<file path="config.mk">
export PLATFORM = sky130hd
export DESIGN_NAME = sign_restore
export DESIGN_NICKNAME = d
export VERILOG_FILES = /design/src/rtl/sign_restore.sv
export SDC_FILE = /design/constraint.sdc
export NUM_CORES = 1
export LEC_CHECK = 0
export ABC_AREA = 1
export CAP_MARGIN = 20
export CORE_MARGIN = 10
export CORE_UTILIZATION = 45
export CTS_CLUSTER_DIAMETER = 80
export DETAILED_ROUTE_END_ITERATION = 12
export PLACE_DENSITY = 0.71
export SYNTH_ARGS = -nofsm -noshare
export SYNTH_HDL_FRONTEND = slang
export SYNTH_SLANG_ARGS = --single-unit
</file>
<file path="constraint.sdc">
create_clock -name clk -period 1.7 [get_ports clk]
set_clock_uncertainty 0.05 [all_clocks]
set_input_delay 0.34 -clock clk [delete_from_list [all_inputs] [get_ports clk]]
set_output_delay 0.34 -clock clk [all_outputs]
set_load 0.01 [all_outputs]
</file>
<file path="src/rtl/sign_restore.sv">
`default_nettype none
// +--------------------------------------------------------------------------+
// | Module   : sign_restore                                                  |
// | Function : serial two's-complement rebuild of magnitude + sign, one      |
// |            SLICE-bit carry-lookahead slice per cycle, LSB first.         |
// | Option   : SIGN_RESTORE_SATURATE_EN clamps the result on overflow.       |
// | Revision : 1.0 - initial release                                         |
// +--------------------------------------------------------------------------+
module sign_restore #(
  parameter int WIDTH = 16,
  parameter int SLICE = 4
) (
  input  logic             clk,
  input  logic             reset,
  input  logic             in_valid,
  output logic             in_ready,
  input  logic [WIDTH-1:0] magnitude,
  input  logic             sign,
  output logic             out_valid,
  input  logic             out_ready,
  output logic [WIDTH-1:0] value,
  output logic             overflow
);

  localparam int NSLICE = WIDTH / SLICE;
  localparam int CNT_W  = (NSLICE > 1) ? $clog2(NSLICE) : 1;
  localparam logic [CNT_W-1:0] LAST_SLICE = CNT_W'(NSLICE - 1);

  localparam logic [1:0] S_IDLE = 2'd0;
  localparam logic [1:0] S_CALC = 2'd1;
  localparam logic [1:0] S_DONE = 2'd2;

`ifdef SIGN_RESTORE_SATURATE_EN
  localparam bit SAT_EN = 1'b1;
`else
  localparam bit SAT_EN = 1'b0;
`endif

  logic [1:0]       state_q;
  logic [1:0]       state_d;
  logic [WIDTH-1:0] mag_q;
  logic             sign_q;
  logic             carry_q;
  logic [CNT_W-1:0] cnt_q;
  logic [WIDTH-1:0] value_q;
  logic             ovf_q;

  logic             accept;
  logic             last_slice;
  logic             ovf_capture;
  logic [31:0]      slice_lsb;
  logic [SLICE-1:0] slice_a;
  logic [SLICE-1:0] slice_sum;
  logic [SLICE:0]   slice_c;
  logic [WIDTH-1:0] sat_value;

  assign accept     = in_valid & in_ready;
  assign last_slice = (state_q == S_CALC) && (cnt_q == LAST_SLICE);

  // mag > 2^(WIDTH-1) when negating: MSB set and any lower bit set
  assign ovf_capture = sign ? (magnitude[WIDTH-1] & (|magnitude[WIDTH-2:0]))
                            : magnitude[WIDTH-1];

  assign sat_value = sign_q ? {1'b1, {(WIDTH-1){1'b0}}}
                            : {1'b0, {(WIDTH-1){1'b1}}};

  // ---------------------------------------------------------------------
  // Carry-lookahead slice: operand is (mag ^ sign) plus incoming carry,
  // so every internal carry is carry_in AND all lower operand bits.
  // ---------------------------------------------------------------------
  assign slice_lsb = 32'(cnt_q) * 32'(SLICE);
  assign slice_a   = mag_q[slice_lsb +: SLICE] ^ {SLICE{sign_q}};
  assign slice_c[0] = carry_q;

  for (genvar i = 1; i <= SLICE; i++) begin : g_cla
    assign slice_c[i] = carry_q & (&slice_a[i-1:0]);
  end

  assign slice_sum = slice_a ^ slice_c[SLICE-1:0];

  // ---------------------------------------------------------------------
  // FSM: state register
  // ---------------------------------------------------------------------
  always_ff @(posedge clk) begin
    if (reset) begin
      state_q <= S_IDLE;
    end else begin
      state_q <= state_d;
    end
  end

  // FSM: next-state logic
  always_comb begin
    state_d = state_q;
    case (state_q)
      S_IDLE:  if (accept)     state_d = S_CALC;
      S_CALC:  if (last_slice) state_d = S_DONE;
      S_DONE:  if (out_ready)  state_d = S_IDLE;
      default: state_d = S_IDLE;
    endcase
  end

  // FSM: outputs; in_ready is masked while reset is asserted
  always_comb begin
    in_ready  = 1'b0;
    out_valid = 1'b0;
    case (state_q)
      S_IDLE:  in_ready  = ~reset;
      S_DONE:  out_valid = 1'b1;
      default: ;
    endcase
  end

  // ---------------------------------------------------------------------
  // Datapath
  // ---------------------------------------------------------------------
  always_ff @(posedge clk) begin
    if (reset) begin
      mag_q   <= '0;
      sign_q  <= 1'b0;
      carry_q <= 1'b0;
      cnt_q   <= '0;
      value_q <= '0;
      ovf_q   <= 1'b0;
    end else if (accept) begin
      mag_q   <= magnitude;
      sign_q  <= sign;
      carry_q <= sign;
      cnt_q   <= '0;
      ovf_q   <= ovf_capture;
    end else if (state_q == S_CALC) begin
      carry_q <= slice_c[SLICE];
      cnt_q   <= last_slice ? '0 : cnt_q + 1'b1;
      if (SAT_EN && last_slice && ovf_q) begin
        value_q <= sat_value;
      end else begin
        value_q[slice_lsb +: SLICE] <= slice_sum;
      end
    end
  end

  assign value    = value_q;
  assign overflow = ovf_q;

endmodule
`default_nettype wire

</file>
==> flow_summary.ini <==
[outcome]
status = complete, but fails checks
violations = setup timing

[critical_path]
critPathArrivalTime_ns = 1.88
worstSetupPathType = flop to flop
crit_path_frequent_cell = nand2_1
cp_slowest_cell = dfxtp_4
regToRegSetupSlack_ns = -0.007
rr_worst_depth = 13
timing.rr.end = value[5]$_SDFFE_PP0P_
critPathMaxStageDelay_ns = 0.41
cp_max_fo = 7
r2r-start = cnt_q[0]$_SDFFE_PP0P_
critical_path_required_ns = 1.87
path_cells = inv_6, nand2_2, nand3_2, nand2_1, nand2_1, nand2_2, inv_2, ha_4, xnor2_2, nand2_1, nor2_2, nand2_1, a21oi_1
start_kind = flop
cp-end-kind = flop

[route]
routed_wl_mm = 4.52
postRouteAntennaNets = 0
via_count = 1771
dr.pass1.iters = 4
via_per_inst = 4.95
initialDrtViolationCount = 105
detail_route.wl_per_cell_um = 12.6
drc = 0

[synth]
synth_ff_type = dfxtp_1
syn-instance-count = 245
syn-cell-area_sq_um = 1830
synth_async_sr_flop_share_pct = 0
synth_most_common_cell = nand2_1
synth_area_leaders = dfxtp_1, nand2_1, inv_1
synth_edf_count = 0
yosys.area.top_type = dfxtp_1
synthTopCellsByCount = nand2_1, dfxtp_1, inv_1
syn_nets = 272
ys.warnings.count = 0
ys_ff_latch = 39
syn_area_per_cell_sq_um = 7.48
synth_top_cell_area_share_pct = 42.6
synth-seq-area-share_pct = 42.6
ys_types = 29

[finish]
diodes = 0
final_area_sq_um = 2590
nets = 334
fillers = 360
multiInputGateArea_sq_um = 992
seqCellArea_sq_um = 785
layout-drive-gt1-share_pct = 21.4
syn_to_final_growth_pct = 41.5

[timing]
max_slew.worst_pin.slew_ns = 0.417
fin_hold_ws_ns = 0.413
slew_headroom_pct = 72.1
timing.final.crit_share_pct = 100
setup_viol = 1
hold_viol = 0
maxSlewViolCount = 0
setup_ws_ns = -0.00728
rsz0062_at_grt = yes
layout_min_cycle_time_ns = 1.71
fmax_mhz = 586

[power]
finalPower_uw = 2070
p_leak_uw = 0.00106
peakVddDrop_mv = 0.485
p_int_uw = 1470
p_sw_share_pct = 28.9
seqPwrFrac_pct = 48.4
p_per_area_nw_per_um2 = 797
switchingPower_uw = 596
comb_power_share_pct = 22.3
p_clk_share_pct = 29.3

[run]
max-cap-violations = 0

[worst_hold_path]
worstHoldStart = mag_q[15]$_SDFFE_PP0P_
hold_end = mag_q[15]$_SDFFE_PP0P_
hold_depth = 2
holdCritPathClass = flop to flop

[floorplanning]
rows = 23
die_h_um = 83.8
io_pins = 40
dieArea_sq_um = 7020
core_sq_um = 3970
die_x_um = 83.8
initial_core_util_pct = 46.1

[global_route]
grt-ovfl-total = 0
grt_usage_pct = 12.7
grt_pass1_wl_mm = 7.61
grt_start_max_net_pins = 21
antenna_found_initial = 0
grt_pass1_vias = 1676

[clocking]
insertion_delay_ns = 0.29
clock-sinks = 39
h-tree-depth = 2
root_buffer = clkbuf_8
clk_pin_slew_ns = 0.08
cts_tree = built
clock_tree.buffer_depth = 2
numCtsBuffers = 5
cts_hold_buf = 0

[placement]
port_buffers = 39
place.gp.congestion = 0.813
dp_slack_ns = -0.287
place_area_sq_um = 2400
hpwl_mm = 3.36
-- power by group through the flow --
stage	clock network [uW]	logic, uW	registers (uW)
3_3_place_gp	0	406	1020
4_1_cts	621	446	998
2_1_floorplan	0	241	1010
5_1_grt	654	512	1010
3_5_place_dp	0	412	1020
6_report	605	461	999
-- cell type report --
class                   count  share of cell area (%)
repair buffers             61                    21.6
clock buffers               7                    2.95
multi-input cells         172                    38.3
well taps                  50                    2.41
inverters                  28                    4.25
flip-flops and latches     39                    30.3
clock inverters             1                   0.193
-- layer usage --
metal  vias up  global-route usage [%]  part of all wire, %
li1        920                       -                    -
met1       803                    15.1                   48
met2        42                    20.7                   46
met3         6                    4.20                  5.2
met4         0                    4.57                  1.3
met5         -                       0                    0
-- cell families after synthesis --
kind of cell               synth area share, %
xor gates and xnor gates                 0.478
AOI/OAI and AO/OA                         12.8
adders and majority gates                 4.10
and+or+nand+nor                           32.0
buffers and inverters                     7.92
DFF                                       42.6
-- timing repair --
| action | CTS | global route |
|---|---|---|
| resized for setup | 15 | 9 |
| buffers inserted | 3 | 0 |
| endpoints found under the setup margin | 19 | 38 |
| pin swaps | 5 | 2 |
-- critical path: cells and delay by family (launching register included) --
kind	cells	cell delay, ns
AND/OR/NAND/NOR	8	0.60
flip-flops	1	0.41
XOR/XNOR	1	0.17
adder cells (fa/ha/maj)	1	0.15
AO/OA/AOI/OAI	1	0.13
buffers and inverters	2	0.11
-- flip-flops by register name, indices dropped and copies added, names as in the netlist --
| register | count |
|---|---|
| carry_q | 1 |
| cnt_q | 2 |
| mag_q | 16 |
| overflow | 1 |
| sign_q | 1 |
| state_q | 2 |
| value | 16 |
-- per-stage QoR --
step	setup TNS, ns	utilization, %	instances
after floorplan	0	-	245
after global placement	-4.61	60.4	347
after detailed placement	-4.69	60.4	347
after CTS	-0.0235	64.2	358
after global routing	-1.28	65.2	358
final	-0.00728	65.2	358
-- cell usage in the layout, fill, tap and decap left out, drive strengths merged --
cell type      synthesis  layout
nand2                 79      79
dfxtp                 39      39
clkdlybuf4s50          0      37
inv                   28      28
buf                    5      22
nor2                  20      20
nand3                 20      20
a21oi                 15      15
o21ai                 11      11
a22o                   8       8
clkbuf                 1       7
ha                     6       6
nor3                   3       3
nand4                  3       3
nor4                   3       3
dlygate4sd2            0       2
xnor2                  1       1
a22oi                  1       1
a31oi                  1       1
o22ai                  1       1
clkinv                 0       1
-- how the worst max path moves through the flow --
stage,endpoint,slack [ns],cells after the start,startpoint
3_3_place_gp,sign_q$_SDFFE_PP0P_,-0.27,5,reset
6_report,value[5]$_SDFFE_PP0P_,-0.007,13,cnt_q[0]$_SDFFE_PP0P_
3_5_place_dp,sign_q$_SDFFE_PP0P_,-0.29,5,reset
2_1_floorplan,value[13]$_SDFFE_PP0P_,0.006,14,cnt_q[0]$_SDFFE_PP0P_
4_1_cts,value[5]$_SDFFE_PP0P_,-0.02,13,cnt_q[0]$_SDFFE_PP0P_
5_1_grt,value[5]$_SDFFE_PP0P_,-0.12,13,cnt_q[0]$_SDFFE_PP0P_
Note: power is estimated with default switching activity, not from simulation.
